==> src/rtl/button_conditioner_if.sv <==
// rtl/button_conditioner_if.sv - button pins in, debounced level and press/release pulses out
interface button_conditioner_if #(
  parameter int NUM_BTN = 4
);
  logic [NUM_BTN-1:0] btn_in;
  logic [NUM_BTN-1:0] btn_level;
  logic [NUM_BTN-1:0] btn_press;
  logic [NUM_BTN-1:0] btn_release;

  // board side: drives the raw pins, consumes the conditioned outputs
  modport master (
    output btn_in,
    input  btn_level,
    input  btn_press,
    input  btn_release
  );

  // conditioner side
  modport slave (
    input  btn_in,
    output btn_level,
    output btn_press,
    output btn_release
  );
endinterface

==> src/rtl/button_conditioner.sv <==
// rtl/button_conditioner.sv - per-button synchroniser, debouncer and edge pulser; optional auto-repeat under `BTN_AUTO_REPEAT_EN
module button_conditioner #(
  parameter int NUM_BTN         = 4,
  parameter int DEBOUNCE_CYCLES = 250000,
  parameter int REPEAT_DELAY    = 12500000,
  parameter int REPEAT_PERIOD   = 2500000
) (
  input  logic                 clk,
  input  logic                 resetn,
  button_conditioner_if.slave  btn
);

  localparam int              DB_W    = (DEBOUNCE_CYCLES > 1) ? $clog2(DEBOUNCE_CYCLES) : 1;
  localparam logic [DB_W-1:0] DB_LAST = DB_W'(DEBOUNCE_CYCLES - 1);

  // Reject configurations where a counter would have nothing to count.
  if (DEBOUNCE_CYCLES < 2 || REPEAT_DELAY < 2 || REPEAT_PERIOD < 2) begin : g_bad_param
    $error("button_conditioner: DEBOUNCE_CYCLES, REPEAT_DELAY and REPEAT_PERIOD must be >= 2");
  end

`ifdef BTN_AUTO_REPEAT_EN
  localparam int               RPT_MAX = (REPEAT_DELAY > REPEAT_PERIOD) ? REPEAT_DELAY : REPEAT_PERIOD;
  localparam int               RPT_W   = $clog2(RPT_MAX);
  localparam logic [RPT_W-1:0] RD_LAST = RPT_W'(REPEAT_DELAY - 1);
  localparam logic [RPT_W-1:0] RP_LAST = RPT_W'(REPEAT_PERIOD - 1);

  typedef enum logic {
    PH_DELAY  = 1'b0,
    PH_PERIOD = 1'b1
  } rpt_phase_e;
`endif

  wire [NUM_BTN-1:0] level_w;
  wire [NUM_BTN-1:0] press_w;
  wire [NUM_BTN-1:0] release_w;

  for (genvar g = 0; g < NUM_BTN; g++) begin : g_ch
    logic            sync1_q, sync2_q;
    logic            level_q, level_d;
    logic            press_q, press_d;
    logic            release_q, release_d;
    logic [DB_W-1:0] db_cnt_q, db_cnt_d;
    logic            rise, fall;

    // two-flop synchroniser; only sync2_q is seen by the rest of the channel
    always_ff @(posedge clk or negedge resetn) begin
      if (!resetn) begin
        sync1_q <= 1'b0;
        sync2_q <= 1'b0;
      end else begin
        sync1_q <= btn.btn_in[g];
        sync2_q <= sync1_q;
      end
    end

    // debounce: a new value must persist unbroken for DEBOUNCE_CYCLES before it is taken
    always_comb begin
      level_d  = level_q;
      db_cnt_d = db_cnt_q;
      if (sync2_q == level_q) begin
        db_cnt_d = '0;
      end else if (db_cnt_q != DB_LAST) begin
        db_cnt_d = db_cnt_q + 1'b1;
      end else begin
        level_d  = sync2_q;
        db_cnt_d = '0;
      end
    end

    assign rise = level_d & ~level_q;
    assign fall = ~level_d & level_q;

`ifdef BTN_AUTO_REPEAT_EN
    rpt_phase_e       phase_q, phase_d;
    logic [RPT_W-1:0] rpt_cnt_q, rpt_cnt_d;
    logic             rpt_fire;

    // repeat timer: runs only while the accepted level is held high, restarts on press/release
    always_comb begin
      rpt_cnt_d = rpt_cnt_q;
      phase_d   = phase_q;
      rpt_fire  = 1'b0;
      if (!level_q || !level_d) begin
        rpt_cnt_d = '0;
        phase_d   = PH_DELAY;
      end else if (rpt_cnt_q == ((phase_q == PH_DELAY) ? RD_LAST : RP_LAST)) begin
        rpt_fire  = 1'b1;
        rpt_cnt_d = '0;
        phase_d   = PH_PERIOD;
      end else begin
        rpt_cnt_d = rpt_cnt_q + 1'b1;
      end
    end

    // repeat timer state register
    always_ff @(posedge clk or negedge resetn) begin
      if (!resetn) begin
        rpt_cnt_q <= '0;
        phase_q   <= PH_DELAY;
      end else begin
        rpt_cnt_q <= rpt_cnt_d;
        phase_q   <= phase_d;
      end
    end

    assign press_d = rise | rpt_fire;
`else
    assign press_d = rise;
`endif
    assign release_d = fall;

    // accepted level, debounce count and the one-cycle pulses all update on the same edge
    always_ff @(posedge clk or negedge resetn) begin
      if (!resetn) begin
        level_q   <= 1'b0;
        db_cnt_q  <= '0;
        press_q   <= 1'b0;
        release_q <= 1'b0;
      end else begin
        level_q   <= level_d;
        db_cnt_q  <= db_cnt_d;
        press_q   <= press_d;
        release_q <= release_d;
      end
    end

    assign level_w[g]   = level_q;
    assign press_w[g]   = press_q;
    assign release_w[g] = release_q;
  end

  assign btn.btn_level   = level_w;
  assign btn.btn_press   = press_w;
  assign btn.btn_release = release_w;

endmodule

==> src/flat_wrapper.sv <==
// flat-port wrapper written by rule: the top's interface ports become plain ports
module button_conditioner_flat 
#(
  parameter int NUM_BTN         = 4,
  parameter int DEBOUNCE_CYCLES = 250000,
  parameter int REPEAT_DELAY    = 12500000,
  parameter int REPEAT_PERIOD   = 2500000
)
  (clk, resetn, btn_btn_in, btn_btn_level, btn_btn_press, btn_btn_release);
  button_conditioner_if #(.NUM_BTN(NUM_BTN)) btn_i ();
  input  logic clk;
  input  logic resetn;
  input wire logic [$bits(btn_i.btn_in)-1:0] btn_btn_in;
  output wire logic [$bits(btn_i.btn_level)-1:0] btn_btn_level;
  output wire logic [$bits(btn_i.btn_press)-1:0] btn_btn_press;
  output wire logic [$bits(btn_i.btn_release)-1:0] btn_btn_release;
  assign btn_i.btn_in = btn_btn_in;
  assign btn_btn_level = btn_i.btn_level;
  assign btn_btn_press = btn_i.btn_press;
  assign btn_btn_release = btn_i.btn_release;
  button_conditioner #(.NUM_BTN(NUM_BTN), .DEBOUNCE_CYCLES(DEBOUNCE_CYCLES), .REPEAT_DELAY(REPEAT_DELAY), .REPEAT_PERIOD(REPEAT_PERIOD)) u_core (.clk(clk), .resetn(resetn), .btn(btn_i));
endmodule
==> config.mk <==
export PLATFORM = sky130hd
export DESIGN_NAME = button_conditioner_flat
export DESIGN_NICKNAME = d
export VERILOG_FILES = /design/src/rtl/button_conditioner_if.sv /design/src/rtl/button_conditioner.sv /design/src/flat_wrapper.sv
export SDC_FILE = /design/constraint.sdc
export NUM_CORES = 1
export LEC_CHECK = 0
export CAP_MARGIN = 20
export CORE_MARGIN = 1.5
export CORE_UTILIZATION = 30
export CTS_CLUSTER_DIAMETER = 50
export DETAILED_ROUTE_END_ITERATION = 12
export GPL_TIMING_DRIVEN = 0
export PLACE_DENSITY = 0.46
export SLEW_MARGIN = 20
export SYNTH_ARGS = -nofsm -noshare
export SYNTH_HDL_FRONTEND = slang
export SYNTH_SLANG_ARGS = --single-unit
==> constraint.sdc <==
create_clock -name clk -period 2.3 [get_ports clk]
set_input_delay 0.46 -clock clk [delete_from_list [all_inputs] [get_ports clk]]
set_output_delay 0.46 -clock clk [all_outputs]
set_load 0.05 [all_outputs]
==> results.tsv, run 1 <==
metric	value	unit
# port buffers	17	
Core Box Area	14400	um^2
smallest hold slack	353	ps
die area	15400	um^2
n_diodes	0	
min Tclk post-route	2190	ps
outcome	finished, final reports clean	
Final #Nets	455	
critical path arrival	1730	ps
P per Cell Area	636	nW/um^2
Fill cells	1466	
RR Startpoint	u_core.g_ch[1].db_cnt_q[0]	
post-CTS resize count	0	
leading cell types in the layout, fill and taps excluded	dfrtp_1 (92), nor2_1 (71), xnor2_1 (44), nand3_1 (23), nand2_1 (22)	
commonest non-fill, non-tap cell in the layout	dfrtp_1	
Final Cycle Share	95.1	%
Area Growth Syn to Fin	17.2	%
CP Launch Type	register	
Buf/Inv on CP	2	
synth unique cells	37	
max cap viols	0	
Routed Antenna Nets	0	
boundary pin count	18	
Critical Path, Cell by Cell	buf_4 -> clkdlybuf4s50_1	
Slowest cell on crit path	clkdlybuf4s50_1	
Clock Sinks	92	
Largest stage delay, worst path	810	ps
Final Util	35.8	%
H-tree levels	3	
FP Rows	44	
Achievable Freq	457	MHz
Mapped Cells	413	
DR vias	3003	
Seq cells post-synth	92	
cts bufs inserted	9	
endpoints failing setup	0	
share of cells above drive strength 1	12.9	%
peak supply drop	0.345	mV
Max-slew headroom	63.3	%
Post-Syn Area	4400	um^2
Critical Path RT	1840	ps
synth warn	0	
Hold Crit Class	reg -> reg	
total gr overflow	0	
Iteration-0 DRC Markers	156	
CTS root buffer	clkbuf_16	
CP Max Fanout	5	
ys async rst share	100	%
delay-heaviest family, CP	buffers and inverters	
gr usage total	12.2	%
worst-case clock skew	5.21	ps
Post-route DRC	0	
first-pass GRT wire length	14.7	mm
Final Hold Fails	0	
die width	124	um
Final Max Slew Viols	0	
Setup crit end kind	output port	
worst skew pair latency	340	ps
WL final	8.43	mm
vias in the first global route	2952	
Static Leak	2.09	nW
dpl hpwl	5.78	mm
Worst Setup SP	u_core.g_ch[1].level_q	
Vias/cell	4.74	
Pre-Repair DR Iteration Count	4	
CTS tree	built	
RSZ-0062 raised after global routing	false	
largest net degree at the start of global routing	62	
GPL Wtd Cong	0.715	
register area share after synthesis	52.3	%
Synth Flop Type	dfrtp_1	
Clock Path Buffers	2	
Least-Margin Pin Slew	549	ps
CTS clk-pin slew, worst paths	60	ps
Hold Path Origin	u_core.g_ch[3].sync1_q	
syn avg cell area	10.7	um^2
Starting Density	30.5	%
initial antenna violation count	0	
number of synthesized flops with an enable pin	0	
Synthesized Nets	423	
Crit Path Category	reg -> out	
wire per inst	13.3	um
overall die height	124	um
==> per-stage QoR <==
stage	cell area, um^2	setup WS (ps)	instances	setup TNS, ps	power (mW)
floorplan	4400	412	413	0	1.74
global placement	4800	-2860	614	-262770	1.81
CTS	5140	49.7	632	0	3.36
detailed placement	4830	70.4	615	0	1.81
global route	5160	65.0	634	0	3.44
finish	5160	112	634	0	3.28
==> state kept, by name, indices dropped and copies added, names as in the netlist <==
name                   count
u_core.g_ch.level_q        4
u_core.g_ch.db_cnt_q      72
u_core.g_ch.sync1_q        4
u_core.g_ch.release_q      4
u_core.g_ch.press_q        4
u_core.g_ch.sync2_q        4
==> routing by layer <==
metal | GRT usage [%] | routed length, um | vias to the layer above
li1 | - | - | 1510
met1 | 17.3 | 4440 | 1446
met2 | 17.9 | 3610 | 37
met3 | 3.53 | 256 | 10
met4 | 4.05 | 123 | 0
met5 | 0 | 0 | -
==> power by group <==
| group | total (mW) | internal, mW | switching, mW | leakage (nW) |
|---|---|---|---|---|
| Sequential | 1.67 | 1.64 | 0.0255 | 1.26 |
| Clock | 1.50 | 0.893 | 0.607 | 0.155 |
| Combinational | 0.113 | 0.0432 | 0.0700 | 0.675 |
| Total | 3.28 | 2.58 | 0.703 | 2.09 |
==> repair_timing <==
action                                  CTS  global route
endpoints found under the setup margin    0            20
hold buffers                              1             0
buffers inserted                          0             2
endpoints found under the hold margin    16             0
==> worst paths after layout <==
kind                                               endpoint  slack [ps]  depth (start not counted)
worst max-delay path                       btn_btn_level[1]         110                          2
worst min-delay path                 u_core.g_ch[3].sync2_q         350                          0
worst max register to register       u_core.g_ch[1].level_q         200                          4
worst min register to register       u_core.g_ch[3].sync2_q         350                          0
max in group asynchronous       u_core.g_ch[1].db_cnt_q[11]        1140                          3
min in group asynchronous        u_core.g_ch[3].db_cnt_q[0]         560                          2
==> cells by family after synthesis <==
group                      synth area share, %
adders and majority gates                 1.14
DFF                                       52.3
buffers and inverters                     3.35
xor gates and xnor gates                  11.7
and+or+nand+nor                           25.4
muxes                                     1.19
AOI/OAI and AO/OA                         4.89
==> Yosys cell counts (2+ instances only) <==
cell | number | area share, %
a21oi_1 | 9 | 1.0
and3_1 | 3 | 0.43
and3_2 | 2 | 0.34
and4_1 | 3 | 0.60
buf_2 | 4 | 0.45
buf_4 | 12 | 2.0
dfrtp_1 | 92 | 52
ha_1 | 4 | 1.1
inv_1 | 10 | 0.85
mux2_4 | 2 | 0.68
nand2_1 | 22 | 1.9
nand3_1 | 23 | 2.6
nand4_1 | 17 | 2.4
nand4_2 | 2 | 0.57
nor2_1 | 71 | 6.1
nor3_1 | 9 | 1.0
nor3b_1 | 9 | 1.5
nor4_1 | 20 | 2.8
o21ai_0 | 3 | 0.34
o31ai_1 | 6 | 1.0
o41ai_4 | 4 | 2.5
or3_1 | 4 | 0.57
or4_1 | 6 | 1.0
or4_4 | 6 | 1.5
xnor2_1 | 44 | 8.8
xor2_1 | 15 | 3.0
==> area by class of cell <==
class | instances | area (um^2) | area share (%)
plain buffers | 16 | 110 | 2.13
clock buffers | 11 | 253 | 4.90
clock inverters | 5 | 50.0 | 0.970
inverters | 10 | 37.5 | 0.727
multi-input cells | 295 | 1950 | 37.9
flip-flops and latches | 92 | 2300 | 44.6
well taps | 184 | 230 | 4.46
repair buffers | 21 | 224 | 4.34
(Power assumes the default switching activity.)
==> inputs of run 2 (changes only) <==
--- a/config.mk
+++ b/config.mk
@@ -6,12 +6,14 @@
 export NUM_CORES = 1
 export LEC_CHECK = 0
 export CAP_MARGIN = 20
+export CELL_PAD_IN_SITES_DETAIL_PLACEMENT = 0
+export CELL_PAD_IN_SITES_GLOBAL_PLACEMENT = 1
 export CORE_MARGIN = 1.5
 export CORE_UTILIZATION = 30
 export CTS_CLUSTER_DIAMETER = 50
 export DETAILED_ROUTE_END_ITERATION = 12
 export GPL_TIMING_DRIVEN = 0
-export PLACE_DENSITY = 0.46
+export PLACE_DENSITY = 0.54
 export SLEW_MARGIN = 20
 export SYNTH_ARGS = -nofsm -noshare
 export SYNTH_HDL_FRONTEND = slang
==> run 2 against run 1 <==
Utilization is 0.13 points higher; power up 1.4%; hold slack got worse by 1.2 ps; maximum frequency up 1.7%; wire length rose by 2.9%; largest cell class unchanged; die area did not move; critical path depth unchanged; sequential power hardly changed; clock power rose by 3%; largest power group unchanged; sequential cell count stayed put; highest routed layer unchanged; clock skew grew 1.6 ps.
==> results.tsv, run 2 (same netlist as run 1, synthesis figures left out) <==
metric	value	unit
outcome	finished, final reports clean	
die area	15400	um^2
WHS Path Cells	0	
dpl hpwl	5.86	mm
Clock Path Buffers	2	
Hold Crit Class	reg -> reg	
Post-route DRC	0	
Setup crit end kind	output port	
Static Leak	2.09	nW
Final #Nets	456	
M1 GR Usage	17.4	%
Area Growth Syn to Fin	17.6	%
Pre-Repair DR Iteration Count	4	
CTS clk-pin slew, worst paths	60	ps
Final Hold Fails	0	
largest net degree at the start of global routing	68	
boundary pin count	18	
peak supply drop	0.304	mV
Largest stage delay, worst path	780	ps
first-pass GRT wire length	15.2	mm
post-CTS resize count	0	
Final Max Slew Viols	0	
cts bufs inserted	9	
FP Rows	44	
smallest hold slack	352	ps
DR vias	3039	
H-tree levels	3	
Least-Margin Pin Slew	544	ps
Routed Antenna Nets	0	
Achievable Freq	465	MHz
Max-slew headroom	63.6	%
wire per inst	13.7	um
Critical Path RT	1840	ps
Crit Path Category	reg -> out	
Largest Register	u_core.g_ch.db_cnt_q	
min Tclk post-route	2150	ps
met3 usage	3.71	%
Fill cells	1468	
max cap viols	0	
die width	124	um
CP Max Fanout	5	
met2 Use GR	18.8	%
overall die height	124	um
initial antenna violation count	0	
placed inst area	4830	um^2
number of flip-flops in the largest register	72	
P per Cell Area	643	nW/um^2
WL final	8.68	mm
delay-heaviest family, CP	buffers and inverters	
critical path depth	2	
RSZ-0062 raised after global routing	false	
n_diodes	0	
gr usage total	12.7	%
worst-case clock skew	6.86	ps
Clock Sinks	92	
finished layout cell area	5180	um^2
Core Box Area	14400	um^2
busiest grt layer	met2	
R2R depth	4	
Starting Density	30.5	%
worst skew pair latency	340	ps
share of cells above drive strength 1	12.9	%
commonest non-fill, non-tap cell in the layout	dfrtp_1	
Multi-input gate area	1950	um^2
CTS tree	built	
CP Launch Type	register	
Buf/Inv on CP	2	
CTS root buffer	clkbuf_16	
sequential standard cell area	2300	um^2
critical path arrival	1690	ps
Iteration-0 DRC Markers	123	
endpoints failing setup	0	
Critical Path, Cell by Cell	buf_4 -> clkdlybuf4s50_1	
leading cell types in the layout, fill and taps excluded	dfrtp_1 (92), nor2_1 (71), xnor2_1 (44), nand3_1 (23), nand2_1 (22)	
Vias/cell	4.79	
Slowest cell on crit path	clkdlybuf4s50_1	
total gr overflow	0	
GPL Wtd Cong	0.746	
Final Cycle Share	93.5	%
vias in the first global route	3038	
# port buffers	17	
[run 2: changes by cell type in the layout (fill, tap and decap cells not counted), sizes merged]
cell / previous run / this run
buf: 20 / 21
clkbuf: 11 / 13
clkinv: 4 / 2
[run 2: final cells by class]
class	count	area share (%)
Buffer	16	2.13
Clock inverter	3	0.846
Tap cell	184	4.45
Timing Repair Buffer	22	4.47
Multi-Input combinational cell	295	37.7
Inverter	10	0.725
Sequential cell	92	44.5
Clock buffer	13	5.22
[run 2: timing repair]
item,4_1_cts,5_1_grt
endpoints found under the setup margin,10,10
buffers inserted,0,3
endpoints found under the hold margin,25,0
pin swaps,1,1
hold buffers,1,0
[run 2: power breakdown]
group / leakage, nW / internal, mW / switching [mW]
logic: 0.680 / 0.0442 / 0.0711
registers: 1.26 / 1.64 / 0.0237
clock network: 0.156 / 0.932 / 0.615
[run 2: per-stage QoR]
stage / utilization, % / std cells / worst slack, ps / TNS, ps / power (mW)
final: 35.9 / 635 / 149 / 0 / 3.33
after global placement: 33.3 / 614 / -2890 / -264870 / 1.81
after CTS: 35.7 / 632 / 14.0 / 0 / 3.40
after detailed placement: 33.5 / 615 / 1.82 / 0 / 1.81
after floorplan: - / 413 / 412 / 0 / 1.74
after global routing: 35.9 / 635 / 18.8 / 0 / 3.47
[run 2: worst paths after layout]
path,from,end,slack (ps)
hold reg to reg,u_core.g_ch[1].sync1_q,u_core.g_ch[1].sync2_q,350
hold / removal,u_core.g_ch[1].sync1_q,u_core.g_ch[1].sync2_q,350
max in group asynchronous,resetn,u_core.g_ch[2].db_cnt_q[13],1140
setup reg to reg,u_core.g_ch[1].db_cnt_q[0],u_core.g_ch[1].level_q,200
setup / recovery,u_core.g_ch[3].level_q,btn_btn_level[3],150
min in group asynchronous,resetn,u_core.g_ch[0].db_cnt_q[12],550
[run 2: routing by layer]
metal	vias to the layer above	wire (um)
li1	1514	-
met1	1483	4500
met2	33	3790
met3	9	258
met4	0	128
met5	-	0
==> inputs of run 3 (changes only) <==
--- a/config.mk
+++ b/config.mk
@@ -11,6 +11,7 @@
 export CORE_MARGIN = 1.5
 export CORE_UTILIZATION = 30
 export CTS_CLUSTER_DIAMETER = 50
+export CTS_CLUSTER_SIZE = 24
 export DETAILED_ROUTE_END_ITERATION = 12
 export GPL_TIMING_DRIVEN = 0
 export PLACE_DENSITY = 0.54
==> results of run 3 <==
No change in the layout: final DEF, timing and power equal those of run 2.
==> RTL change 1, RTL diff (config.mk and constraints of run 3) <==
Build with the macro `BTN_AUTO_REPEAT_EN` defined.
--- a/src/rtl/button_conditioner.sv
+++ b/src/rtl/button_conditioner.sv
@@ -1,3 +1,5 @@
 // rtl/button_conditioner.sv - per-button synchroniser, debouncer and edge pulser; optional auto-repeat under `BTN_AUTO_REPEAT_EN
+`define BTN_AUTO_REPEAT_EN
+
 module button_conditioner #(
   parameter int NUM_BTN         = 4,
Check against the original RTL: no difference found for any inputs over 10 cycles, from zero or initial values and one cycle with resetn low; that may be too few to reach the edited logic, so the function may still have changed.
==> RTL change 1 against run 3 <==
- design area rose by 130%
- combinational power up 29%
- clock power up 89%
- maximum frequency down 3.6%
- power up 95%
- count of clock-buffer cells in the layout grew 5
- worst setup slack worse by 81 ps
- non-clock buffer count up 62
- sequential cell count increased by 100
- synthesized area up 120%
- critical path depth up 4
- sequential power rose by 100%
- utilization up 0.059 points
- wire length grew to 2.6 times the old value
- largest cell class unchanged
==> RTL change 1: results (changes against run 3) <==
Status: finished clean (unchanged)
Worst Reg2Reg Path Length in Cells: 6 (was 4)
Slew HR: 62.85% (was 63.63%)
Area contributors post-synth: dfrtp_1 (49%), xor2_1 (5.3%), xnor2_1 (5.2%) (was dfrtp_1 (52%), xnor2_1 (8.8%), nor2_1 (6.1%))
Avg WL per Cell: 14.97 µm (was 13.67 µm)
Fin Hold WS: 350.4 ps (was 352.3 ps)
Post-place setup slack: -686.5 ps (was 1.821 ps)
PortBufs: 17 (unchanged)
Antenna violations before repair: 0 (unchanged)
Number of distinct library cells after synthesis: 56 (was 37)
Hold Path Sink: u_core.g_ch[2].sync2_q (was u_core.g_ch[1].sync2_q)
R2R setup slack: 70 ps (was 200 ps)
Sw Ratio: 23.80% (was 21.33%)
Post-synthesis sequential area ratio: 48.76% (was 52.29%)
All-layer global routing usage: 14.22% (was 12.67%)
Synth cell count leaders: dfrtp_1 (192), nor3_1 (79), nor2_1 (67), xor2_1 (60), xnor2_1 (59) (was dfrtp_1 (92), nor2_1 (71), xnor2_1 (44), nand3_1 (23), nand2_1 (22))
R2R Path End: u_core.g_ch[3].press_q (was u_core.g_ch[1].level_q)
Met1 wire length: 11080 µm (was 4502 µm)
Antenna Cells: 0 (unchanged)
VDD IR-drop max: 0.0005239 V (was 0.0003041 V)
Layout cells sized above 1: 15.12% (was 12.86%)
Nets: 1059 (was 456)
Critical register-to-register path startpoint: u_core.g_ch[3].rpt_cnt_q[16] (was u_core.g_ch[1].db_cnt_q[0])
Slowest stage cell, crit path: or4_4 (was clkdlybuf4s50_1)
Pleak: 4.348 nW (was 2.093 nW)
Drt initial violations: 256 (was 123)
Post-Syn Nets: 989 (was 423)
Yosys Warn Count: 0 (unchanged)
Placed inst area: 10640 µm² (was 4832 µm²)
Synth Flop Type: dfrtp_1 (unchanged)
CP Max Fanout: 5 (unchanged)
Clock tree from TritonCTS: built (unchanged)
Met3 wire len: 528 µm (was 258 µm)
Critical path's top delay family: simple AND/OR/NAND/NOR gates (was buffers and inverters)
Largest net degree at the start of global routing: 92 (was 68)
Ys async rst share: 100.0% (unchanged)
Syn-to-layout area delta: 18.44% (was 17.62%)
Final ANT Viol Nets: 0 (unchanged)
Via count of the first global-routing pass: 7537 (was 3038)
CTS Buffer Depth: 2 (unchanged)
Worst-Skew Late Latency: 450 ps (was 340 ps)
Arr. time, crit path: 2610 ps (was 1690 ps)
Routed vias/inst: 4.997 (was 4.786)
CP max stage delay: 550 ps (was 780 ps)
H-tree Lvls: 4 (was 3)
RePlAce Congestion: 0.7517 (was 0.7458)
Metal2 WL: 10540 µm (was 3790 µm)
Final HPWL from detailed placement: 14760 µm (was 5858 µm)
Origin of the worst min-delay path: u_core.g_ch[2].sync1_q (was u_core.g_ch[1].sync1_q)
Fillers: 3263 (was 1468)
CTS buffer count: 17 (was 9)
Clock skew: 11.86 ps (was 6.857 ps)
First-pass GRT wire length: 39000 µm (was 15170 µm)
Drt first pass iters: 4 (unchanged)
==> RTL change 1: how the worst max path moves through the flow <==
| stage | slack [ps] | cells after the start | start | end |
|---|---|---|---|---|
| 2_1_floorplan | 30 | 6 | u_core.g_ch[3].db_cnt_q[4] | u_core.g_ch[3].rpt_cnt_q[1] |
| 3_3_place_gp | -8050 | 1 | resetn | u_core.g_ch[0].db_cnt_q[7] |
| 3_5_place_dp | -690 | 7 | u_core.g_ch[2].rpt_cnt_q[0] | u_core.g_ch[2].rpt_cnt_q[17] |
| 4_1_cts | -10 | 6 | u_core.g_ch[3].rpt_cnt_q[16] | u_core.g_ch[3].press_q |
| 5_1_grt | -6 | 6 | u_core.g_ch[3].rpt_cnt_q[16] | u_core.g_ch[3].rpt_cnt_q[18] |
| 6_report | 70 | 6 | u_core.g_ch[3].rpt_cnt_q[16] | u_core.g_ch[3].press_q |
==> RTL change 1: final cells by class <==
cell class | count | area share (%)
clock inverter | 14 | 1.147
multi-input combinational | 710 | 41.31
clock buffer | 18 | 3.677
inverter | 24 | 0.7719
sequential | 192 | 41.34
tap | 442 | 4.738
buffer | 41 | 2.444
timing repair buffer | 59 | 4.578
==> RTL change 1: cell families after synthesis <==
logic type / count (synthesis) / synth area share, %
AND/OR/NAND/NOR: 474 / 27.60
flip-flops: 192 / 48.76
XOR/XNOR: 119 / 10.58
adder cells (fa/ha/maj): 8 / 1.016
buffers and inverters: 73 / 3.580
AO/OA/AOI/OAI: 108 / 8.367
multiplexers: 1 / 0.1016
==> RTL change 1: power by group through the flow <==
stage | Sequential (W) | Clock, W | Combinational [W]
global route | 0.00343 | 0.00318 | 0.000175
global placement | 0.00349 | 0 | 0.000141
finish | 0.00342 | 0.00293 | 0.000148
CTS | 0.00342 | 0.00306 | 0.000158
detailed placement | 0.00349 | 0 | 0.000152
floorplan | 0.00348 | 0 | 0.0000431
==> RTL change 1: per-stage QoR <==
step	setup TNS (ps)	instances
4_1_cts	-10.11	1494
3_3_place_gp	-1589390	1434
5_1_grt	-15.25	1500
3_5_place_dp	-44300	1436
6_report	0	1500
2_1_floorplan	0	975
==> RTL change 1: what timing repair did <==
item,in CTS,in global routing
resized for setup,36,37
pin swaps,11,8
hold buffers,1,0
endpoints found under the setup margin,148,115
endpoints found under the hold margin,23,0
gates cloned,1,1
setup buffers,26,11
==> RTL change 1: layer usage <==
layer  up-vias  track usage, %
li1       3737               -
met5         -               0
met2        69           22.92
met4         0           4.328
met3        22           2.608
met1      3668           19.34
==> RTL change 2, RTL diff (settings of run 3) <==
Made on the original files. `DEBOUNCE_CYCLES` is set to 250000 in 2 places; all go to 125000.
--- a/src/rtl/button_conditioner.sv
+++ b/src/rtl/button_conditioner.sv
@@ -2,5 +2,5 @@
 module button_conditioner #(
   parameter int NUM_BTN         = 4,
-  parameter int DEBOUNCE_CYCLES = 250000,
+  parameter int DEBOUNCE_CYCLES = 125000,
   parameter int REPEAT_DELAY    = 12500000,
   parameter int REPEAT_PERIOD   = 2500000
--- a/src/flat_wrapper.sv
+++ b/src/flat_wrapper.sv
@@ -3,5 +3,5 @@
 #(
   parameter int NUM_BTN         = 4,
-  parameter int DEBOUNCE_CYCLES = 250000,
+  parameter int DEBOUNCE_CYCLES = 125000,
   parameter int REPEAT_DELAY    = 12500000,
   parameter int REPEAT_PERIOD   = 2500000
Formal check against the unedited RTL: no difference found for any inputs over 10 cycles, from zero or initial values and one cycle with resetn low; that may be too few to reach the edited logic, so the function may still have changed.
==> RTL change 2 against run 3 <==
- via count decreased by 6.7%
- worst setup slack improved by 6.2 ps
- synthesized area decreased by 6.7%
- largest cell class unchanged
- non-clock buffer count decreased by 1
- critical path depth unchanged
- power decreased by 7.1%
- sequential cell count decreased by 4
- wire length decreased by 6.8%
- design area decreased by 6.8%
==> RTL change 2: results (changes against run 3) <==
Clock-cell share: 5.913% (was 6.064%)
Reg power frac: 51.6% (was 50.0%)
Inverters: 8 (was 10)
Final HPWL from detailed placement: 5504 µm (was 5858 µm)
Post-Syn Nets: 409 (was 423)
All-layer global routing usage: 12.82% (was 12.67%)
Pleak: 1.901 nW (was 2.093 nW)
Status: finished clean (unchanged)
Net Sw Power: 0.0006933 W (was 0.0007098 W)
Synth cell count leaders: dfrtp_1 (88), nor2_1 (71), xnor2_1 (46), nand3_1 (31), nor4_1 (19) (was dfrtp_1 (92), nor2_1 (71), xnor2_1 (44), nand3_1 (23), nand2_1 (22))
XOR/XNOR Fraction of Synth Area: 12.58% (was 11.74%)
Met1 wire length: 4090 µm (was 4502 µm)
Total Die Area: 14400 µm² (was 15410 µm²)
Layout non-clock buf frac: 6.665% (was 6.596%)
Post-synthesis sequential area ratio: 53.61% (was 52.29%)
Metal2 WL: 3592 µm (was 3790 µm)
Clock Buffer Count: 12 (was 13)
RePlAce Congestion: 0.7373 (was 0.7458)
Clock skew: 8.578 ps (was 6.857 ps)
Seq. cell area: 2202 µm² (was 2302 µm²)
Sink Count: 88 (was 92)
Largest net degree at the start of global routing: 49 (was 68)
Placed inst area: 4527 µm² (was 4832 µm²)
Area contributors post-synth: dfrtp_1 (54%), xnor2_1 (9.8%), nor2_1 (6.5%) (was dfrtp_1 (52%), xnor2_1 (8.8%), nor2_1 (6.1%))
Number of distinct library cells after synthesis: 34 (was 37)
Post-Synthesis Cells: 399 (was 413)
VDD IR-drop max: 0.0004938 V (was 0.0003041 V)
Worst min path class: primary input to async pin (was flip-flop to flip-flop)
Layout cells sized above 1: 10.16% (was 12.86%)
Drt initial violations: 150 (was 123)
Post-place setup slack: 121.9 ps (was 1.821 ps)
Least-Margin Pin Slew: 616.7 ps (was 543.7 ps)
Non-clock buffers: 37 (was 38)
## RTL change 2: changes by cell type after synthesis, moves of 4 or more
| cell | run 3 | this run |
|---|---|---|
| nand3_1 | 23 | 31 |
| nor3_1 | 9 | 15 |
| or4_4 | 6 | 0 |
| nand2_1 | 22 | 17 |
| a21oi_1 | 9 | 5 |
| and3_1 | 3 | 7 |
| dfrtp_1 | 92 | 88 |
| nand4_1 | 17 | 13 |
| o41ai_4 | 4 | 0 |
## RTL change 2: timing repair
| item | CTS | global route |
|---|---|---|
| hold buffers | 0 | 0 |
| endpoints found under the setup margin | 0 | 20 |
| gates resized for setup | 0 | 2 |
## RTL change 2: power by group through the flow
stage          clock network, W  registers, W   logic, W
6_report                0.00139       0.00159   0.000104
3_5_place_dp                  0       0.00162   0.000109
2_1_floorplan                 0       0.00162  0.0000469
3_3_place_gp                  0       0.00162   0.000103
5_1_grt                 0.00152       0.00160   0.000125
4_1_cts                 0.00146       0.00159   0.000109
## RTL change 2: logic make-up after synthesis
family          count (synthesis)
xor+xnor                       59
fa+ha+maj                       4
mux                             4
simple gates                  203
flops                          88
compound gates                 14
buf+inv                        27
## RTL change 2: worst paths after layout
check	endpoint	startpoint	cells past startpoint	slack (ps)
worst min register to register	u_core.g_ch[0].sync2_q	u_core.g_ch[0].sync1_q	0	350
worst max register to register	u_core.g_ch[2].db_cnt_q[12]	u_core.g_ch[2].db_cnt_q[0]	6	300
max in group asynchronous	u_core.g_ch[0].db_cnt_q[5]	resetn	2	1720
worst min-delay path	u_core.g_ch[3].db_cnt_q[6]	resetn	1	30
min in group clk	u_core.g_ch[0].sync2_q	u_core.g_ch[0].sync1_q	0	350
worst max-delay path	btn_btn_level[3]	u_core.g_ch[3].level_q	2	160
